--- src/rtl/cpu_pkg.sv ---
// Shared types and constants for the instruction-fetch sequencer: FSM encoding,
// redirect source codes and the default end-of-program instruction word.
package cpu_pkg;

    typedef enum logic [1:0] {
        IFC_RUN   = 2'b00,
        IFC_REDIR = 2'b01,
        IFC_DRAIN = 2'b10,
        IFC_DONE  = 2'b11
    } ifc_state_e;

    localparam logic [1:0] REDIR_NONE = 2'b00;
    localparam logic [1:0] REDIR_BR   = 2'b01;
    localparam logic [1:0] REDIR_J    = 2'b10;
    localparam logic [1:0] REDIR_JR   = 2'b11;

    localparam logic [31:0] HALT_WORD_DEFAULT = 32'hFFFF_FFFF;

    // Width of a counter that must reach n-1; never narrower than one bit.
    function automatic int cnt_width(input int n);
        return (n > 1) ? $clog2(n) : 1;
    endfunction

endpackage

--- src/rtl/if_fetch_ctrl_if.sv ---
// Bundle between the fetch sequencer (master) and the IF/ID/imem side (slave).
interface if_fetch_ctrl_if;
    // redir_valid has no ready: a request is taken in the cycle it is seen unless
    // hazard_stall is high, in which case ID holds and re-asserts it later.
    logic        hazard_stall;
    logic        redir_valid;
    logic [1:0]  redir_sel;
    logic [31:0] br_target;
    logic [31:0] j_target;
    logic [31:0] jr_target;
    logic [31:0] inst_in;
    logic [31:0] pc_out;
    logic [31:0] pc_plus4;
    logic        ifid_we;
    logic        ifid_flush;

    modport master (
        input  hazard_stall, redir_valid, redir_sel,
        input  br_target, j_target, jr_target, inst_in,
        output pc_out, pc_plus4, ifid_we, ifid_flush
    );

    modport slave (
        output hazard_stall, redir_valid, redir_sel,
        output br_target, j_target, jr_target, inst_in,
        input  pc_out, pc_plus4, ifid_we, ifid_flush
    );
endinterface

--- src/rtl/if_drain_counter.sv ---
// Loadable up-counter with clear and enable; tc flags the last drain cycle.
module if_drain_counter
    import cpu_pkg::*;
#(
    parameter int DRAIN_CYCLES = 7
) (
    input  logic                              clk,
    input  logic                              rst,
    input  logic                              clr,
    input  logic                              en,
    input  logic                              load,
    input  logic [cnt_width(DRAIN_CYCLES)-1:0] load_val,
    output logic [cnt_width(DRAIN_CYCLES)-1:0] count,
    output logic                              tc
);
    localparam int W = cnt_width(DRAIN_CYCLES);

    always_ff @(posedge clk) begin
        if (rst || clr) begin
            count <= '0;
        end else if (load) begin
            count <= load_val;
        end else if (en) begin
            count <= count + W'(1);
        end
    end

    assign tc = (count == W'(DRAIN_CYCLES - 1));
endmodule

--- src/rtl/if_fetch_ctrl.sv ---
// IF-stage sequencer: owns the PC, arbitrates stalls against redirects, and
// drains the pipeline for a fixed time after program end before raising fin_sign.
module if_fetch_ctrl
    import cpu_pkg::*;
#(
    parameter logic [31:0] RESET_PC     = 32'h0000_0000,
    parameter logic [31:0] HALT_WORD    = HALT_WORD_DEFAULT,
    parameter int          IMEM_WORDS   = 512,
    parameter int          DRAIN_CYCLES = 7
) (
    input  logic                  CLOCK,
    input  logic                  RESET,
    if_fetch_ctrl_if.master       bus,
    output logic                  fin_sign,
    output logic [1:0]            state_out
);
    localparam int          CW       = cnt_width(DRAIN_CYCLES);
    localparam logic [31:0] PC_LIMIT = 32'(4 * IMEM_WORDS);

    ifc_state_e    state, state_next;
    logic [31:0]   pc, pc_next, redir_pc;
    logic          take_redir, halt_hit, cnt_clr, cnt_en, cnt_tc;
    logic [CW-1:0] cnt;

    // Redirects are only accepted from RUN; REDIR masks a repeated request.
    assign take_redir = (state == IFC_RUN) && bus.redir_valid && (bus.redir_sel != REDIR_NONE);
    assign halt_hit   = (bus.inst_in == HALT_WORD) || (pc >= PC_LIMIT);

    always_comb begin
        case (bus.redir_sel)
            REDIR_BR: redir_pc = bus.br_target;
            REDIR_J:  redir_pc = bus.j_target;
            REDIR_JR: redir_pc = bus.jr_target;
            default:  redir_pc = pc;
        endcase
    end

    always_ff @(posedge CLOCK) begin
        if (RESET) begin
            state    <= IFC_RUN;
            pc       <= RESET_PC;
            fin_sign <= 1'b0;
        end else begin
            state <= state_next;
            pc    <= pc_next;
            if (state == IFC_DRAIN && cnt_tc) begin
                fin_sign <= 1'b1;
            end
        end
    end

    always_comb begin
        state_next = state;
        pc_next    = pc;
        cnt_clr    = 1'b0;
        cnt_en     = 1'b0;
        case (state)
            IFC_RUN, IFC_REDIR: begin
                if (bus.hazard_stall) begin
                    state_next = state;
                end else if (take_redir) begin
                    pc_next    = redir_pc;
                    state_next = IFC_REDIR;
                end else if (halt_hit) begin
                    cnt_clr    = 1'b1;
                    state_next = IFC_DRAIN;
                end else begin
                    pc_next    = pc + 32'd4;
                    state_next = IFC_RUN;
                end
            end
            IFC_DRAIN: begin
                cnt_en = 1'b1;
                if (cnt_tc) begin
                    state_next = IFC_DONE;
                end
            end
            default: state_next = IFC_DONE;
        endcase
    end

    always_comb begin
        bus.ifid_we    = 1'b0;
        bus.ifid_flush = 1'b0;
        if (!RESET) begin
            case (state)
                IFC_RUN, IFC_REDIR: begin
                    if (!bus.hazard_stall) begin
                        bus.ifid_we    = 1'b1;
                        bus.ifid_flush = take_redir || halt_hit;
                    end
                end
                IFC_DRAIN: begin
                    bus.ifid_we    = 1'b1;
                    bus.ifid_flush = 1'b1;
                end
                default: begin
                    bus.ifid_we    = 1'b0;
                    bus.ifid_flush = 1'b0;
                end
            endcase
        end
    end

    if_drain_counter #(
        .DRAIN_CYCLES(DRAIN_CYCLES)
    ) u_drain_counter (
        .clk      (CLOCK),
        .rst      (RESET),
        .clr      (cnt_clr),
        .en       (cnt_en),
        .load     (1'b0),
        .load_val ('0),
        .count    (cnt),
        .tc       (cnt_tc)
    );

    assign bus.pc_out   = pc;
    assign bus.pc_plus4 = pc + 32'd4;
    assign state_out    = state;
endmodule

--- src/flat_wrapper.sv ---
// flat-port wrapper written by rule: the top's interface ports become plain ports
module if_fetch_ctrl_flat import cpu_pkg::*;
#(
    parameter logic [31:0] RESET_PC     = 32'h0000_0000,
    parameter logic [31:0] HALT_WORD    = HALT_WORD_DEFAULT,
    parameter int          IMEM_WORDS   = 512,
    parameter int          DRAIN_CYCLES = 7
)
  (CLOCK, RESET, fin_sign, state_out, bus_hazard_stall, bus_redir_valid, bus_redir_sel, bus_br_target, bus_j_target, bus_jr_target, bus_inst_in, bus_pc_out, bus_pc_plus4, bus_ifid_we, bus_ifid_flush);
  if_fetch_ctrl_if bus_i ();
  input  logic CLOCK;
  input  logic RESET;
  output logic fin_sign;
  output logic [1:0] state_out;
  input wire logic [$bits(bus_i.hazard_stall)-1:0] bus_hazard_stall;
  input wire logic [$bits(bus_i.redir_valid)-1:0] bus_redir_valid;
  input wire logic [$bits(bus_i.redir_sel)-1:0] bus_redir_sel;
  input wire logic [$bits(bus_i.br_target)-1:0] bus_br_target;
  input wire logic [$bits(bus_i.j_target)-1:0] bus_j_target;
  input wire logic [$bits(bus_i.jr_target)-1:0] bus_jr_target;
  input wire logic [$bits(bus_i.inst_in)-1:0] bus_inst_in;
  output wire logic [$bits(bus_i.pc_out)-1:0] bus_pc_out;
  output wire logic [$bits(bus_i.pc_plus4)-1:0] bus_pc_plus4;
  output wire logic [$bits(bus_i.ifid_we)-1:0] bus_ifid_we;
  output wire logic [$bits(bus_i.ifid_flush)-1:0] bus_ifid_flush;
  assign bus_i.hazard_stall = bus_hazard_stall;
  assign bus_i.redir_valid = bus_redir_valid;
  assign bus_i.redir_sel = bus_redir_sel;
  assign bus_i.br_target = bus_br_target;
  assign bus_i.j_target = bus_j_target;
  assign bus_i.jr_target = bus_jr_target;
  assign bus_i.inst_in = bus_inst_in;
  assign bus_pc_out = bus_i.pc_out;
  assign bus_pc_plus4 = bus_i.pc_plus4;
  assign bus_ifid_we = bus_i.ifid_we;
  assign bus_ifid_flush = bus_i.ifid_flush;
  if_fetch_ctrl #(.RESET_PC(RESET_PC), .HALT_WORD(HALT_WORD), .IMEM_WORDS(IMEM_WORDS), .DRAIN_CYCLES(DRAIN_CYCLES)) u_core (.CLOCK(CLOCK), .RESET(RESET), .bus(bus_i), .fin_sign(fin_sign), .state_out(state_out));
endmodule
--- config.mk ---
export PLATFORM = sky130hd
export DESIGN_NAME = if_fetch_ctrl_flat
export DESIGN_NICKNAME = d
export VERILOG_FILES = /design/src/rtl/cpu_pkg.sv /design/src/rtl/if_fetch_ctrl_if.sv /design/src/rtl/if_drain_counter.sv /design/src/rtl/if_fetch_ctrl.sv /design/src/flat_wrapper.sv
export SDC_FILE = /design/constraint.sdc
export NUM_CORES = 1
export LEC_CHECK = 0
export BUFFER_PORTS_ARGS = -buffer_cell sky130_fd_sc_hd__buf_2
export CORE_ASPECT_RATIO = 0.9
export CORE_MARGIN = 4
export CORE_UTILIZATION = 25
export CTS_CLUSTER_DIAMETER = 80
export DETAILED_ROUTE_END_ITERATION = 6
export HOLD_SLACK_MARGIN = 0.1
export PLACE_DENSITY = 0.59
export REMOVE_ABC_BUFFERS = 1
export SLEW_MARGIN = 10
export SYNTH_ARGS = -nofsm -noshare
export SYNTH_HDL_FRONTEND = slang
export SYNTH_SLANG_ARGS = --single-unit
--- constraint.sdc ---
create_clock -name CLOCK -period 4.7 [get_ports CLOCK]
set_input_delay 0.47 -clock CLOCK [delete_from_list [all_inputs] [get_ports CLOCK]]
set_output_delay 0.47 -clock CLOCK [all_outputs]
set_load 0.05 [all_outputs]
==> key figures <==
Global routing
  • Initial antenna violation count: 1
  • Vias in the first global route: 3412
  • GRT overflow: 0
  • First-pass GRT wire length: 17600 µm
  • Total track usage: 16.6%
  • Pin count of the biggest net entering global routing: 45

Timing
  • Final period utilization: 67.3%
  • Max Freq: 316 MHz
  • Clock Skew: 0.00355 ns
  • Time the worst path needs with I/O delays and setup: 3.17 ns
  • Slew HR: 25.2%
  • Final hold viol count: 0
  • RSZ-0062 raised after global routing: no
  • Worst slew pin tran: 1.12 ns
  • Slew Viols, Final: 0
  • Final TNS setup: 0 ns
  • Final setup fails: 0

Place
  • Gpl congestion: 0.821
  • Hpwl dp: 9020 µm
  • Port Buffers: 202

Logic synthesis
  • Synth Register Bits: 38
  • Syn_area_per_cell: 7.27 µm²
  • Seq/Total Area, Yosys: 26.2%
  • Synth Instances: 400
  • Synthesis Warnings: 0
  • Post-synth ARST share: 0%
  • Yosys cell types: 50
  • Primary FF master, synth: dfxtp_1
  • Synth Cell Area: 2910 µm²
  • Post-synth EDFFs: 0

Layout
  • Area grow syn2layout: 44.4%
  • Ant. Diodes: 0
  • Layout fillers: 1260
  • Final core utilization: 36.8%
  • Share of cells above drive strength 1: 38.7%
  • # nets final: 726

Worst setup path
  • Worst R2R Path Depth: 7
  • R2r startpoint: u_core.bus.pc_out[23]
  • Slowest stage delay, CP: 0.73 ns
  • Cell chain of the critical path: and4_1 > nand4_2 > nor3_1 > nand3_1 > xnor2_1 > buf_2
  • Req. time, crit path: 4.23 ns
  • CP max FO: 7
  • Crit path max-delay cell type: nor3_1
  • Critical path class: reg2out
  • Element type at the critical path end: primary output
  • RR Endpoint: u_core.bus.pc_out[2]
  • Worst EP arrival: 2.70 ns
  • R2r setup slk: 2.10 ns
  • CP Launch Type: flop
  • Buffers & Inverters on Critical Path: 1
  • CP top delay family: simple AND/OR/NAND/NOR gates

Clocking
  • Clock buffer depth: 2
  • Cts hold-fix bufs: 0
  • CTS tree: built
  • Clock-pin slew on the worst setup and hold paths: 0.06 ns
  • Post-cts resize count: 0
  • H-tree depth: 2
  • TritonCTS sink count: 38
  • Clk_lat worst skew: 0.27 ns
  • Post-CTS Setup Bufs: 0
  • CTS buffer count: 5
  • Clock Root Buffer: clkbuf_16

Power
  • PD cells: 399 nW/µm²
  • Clock power frac: 20.0%
  • Maximum vdd drop: 162 µV
  • Internal Dissipation: 850 µW
  • Switch share: 49.3%
  • NetSw: 826 µW
  • Flop pwr share: 26.0%
  • Logic pwr share: 53.9%
  • Leakage: 0.00202 µW

Route
  • Initial DRC Count: 235
  • Drt first pass iters: 4
  • Final wirelength: 11600 µm
  • Wire per inst: 15.6 µm
  • Remaining DRCs: 0
  • DR vias: 3594
  • Vias/cell: 4.84
  • Detail Route Antenna Nets: 0

Floorplan
  • Core footprint: 11400 µm²
  • I/O pin total: 203
  • Rows: 37
  • Die footprint: 13400 µm²
  • Initial Util: 25.5%
  • Die width: 122 µm
  • Die Ht: 110 µm

Min path
  • Hold Path Depth: 3
  • Worst min path class: in2reg
  • WHS Endpoint: u_core.bus.pc_out[0]
  • Hold path startpoint: bus_br_target[0]

Outcome
  • Status: completed

Run
  • Total of max-cap violations: 0
==> cell type report <==
class / instances / area, µm² / area share, %
repair buffers: 209 / 1080 / 25.8
inverters: 7 / 26.3 / 0.626
multi-input cells: 324 / 1980 / 47.3
well taps: 156 / 195 / 4.65
flip-flops and latches: 38 / 761 / 18.1
clock buffers: 7 / 143 / 3.40
clock inverters: 1 / 5.00 / 0.119
==> synthesized netlist by cell type (2+ instances only) <==
cell type  count  share of area [%]
nand2b_1       2               0.43
nand3_1       27                4.6
a311oi_1       3               0.90
xnor2_1       20                6.0
a211oi_1       3               0.77
nand3b_1       4                1.0
nor4_1         6                1.3
a21oi_1       30                5.2
a22oi_1       28                7.2
nor2_1        33                4.3
o21bai_1       3               0.77
a2bb2oi_1      2               0.60
xor2_1        10                3.0
o21ai_0        7                1.2
and3_1         5                1.1
buf_4          5                1.3
buf_2          2               0.34
dfxtp_1       38                 26
a22o_1         4                1.2
o41ai_2        2                1.1
a31oi_1        2               0.43
inv_1          7               0.90
nand4_1       13                2.8
nand2_1       78                 10
a311o_1        5                1.7
nor3_1         7                1.2
ha_1           7                3.0
clkbuf_1      22                2.8
and4_1         3               0.90
nor2b_1        2               0.43
==> worst register-to-register path: cells and delay by family (launching register included) <==
kind | cells | cell delay [ns]
flops | 1 | 0.38
buf+inv | 1 | 0.26
simple gates | 2 | 0.60
compound gates | 4 | 1.22
==> worst max-delay path by stage <==
stage | from | endpoint | slack (ns) | cells after the start
4_1_cts | u_core.bus.pc_out[5] | bus_pc_plus4[30] | 1.46 | 6
2_1_floorplan | bus_redir_sel[0] | u_core.bus.pc_out[2] | 0.52 | 5
3_5_place_dp | bus_redir_sel[0] | u_core.bus.pc_out[2] | 1.47 | 7
3_3_place_gp | bus_redir_sel[0] | u_core.bus.pc_out[2] | 1.56 | 8
6_report | u_core.bus.pc_out[5] | bus_pc_plus4[30] | 1.53 | 6
5_1_grt | u_core.bus.pc_out[5] | bus_pc_plus4[30] | 1.31 | 6
==> state kept, by name, summed over array words and instances (netlist names) <==
name                          count
u_core.fin_sign                   1
u_core.u_drain_counter.count      3
u_core.state_out                  2
u_core.bus.pc_out                32
==> power groups by stage <==
stage	logic, µW	registers (µW)	clock network [µW]
after floorplan	483	578	0
after global placement	870	442	0
after detailed placement	882	444	0
after CTS	883	438	350
after global routing	975	449	365
final	904	436	336
==> metrics by stage <==
step	total power [µW]	std cells	worst slack [ns]	hold slack (ns)	instance area, µm²
final	1680	742	1.53	0.466	4200
after global routing	1790	742	1.31	0.482	4200
after CTS	1670	741	1.46	0.455	4170
after detailed placement	1330	733	1.47	0.480	4020
after global placement	1310	733	1.56	0.473	4020
after floorplan	1060	369	0.521	0.465	2760
==> placed cells by master (no fill, tap or decap), drive strengths merged, types with 10 or more instances in the layout <==
cell type	count
a22oi	28
nor2	34
nand3	27
nand4	14
a21oi	30
xnor2	20
nand2	78
xor2	10
dfxtp	38
buf	209
==> kinds of logic after synthesis <==
logic type,synth area share (%)
AND/OR/NAND/NOR,31.2
AO/OA/AOI/OAI,24.3
multiplexers,0.344
flip-flops,26.2
buffers and inverters,5.90
adder cells (fa/ha/maj),3.01
XOR/XNOR,9.04
==> routing by layer <==
metal | share of wire, % | GRT usage [%] | wire length [µm]
met1 | 42 | 21.0 | 4850
met2 | 48 | 28.2 | 5570
met5 | 0.11 | 0 | 13
met4 | 1.5 | 5.04 | 174
met3 | 8.3 | 3.93 | 962
Note: power is estimated with default switching activity, not from simulation.
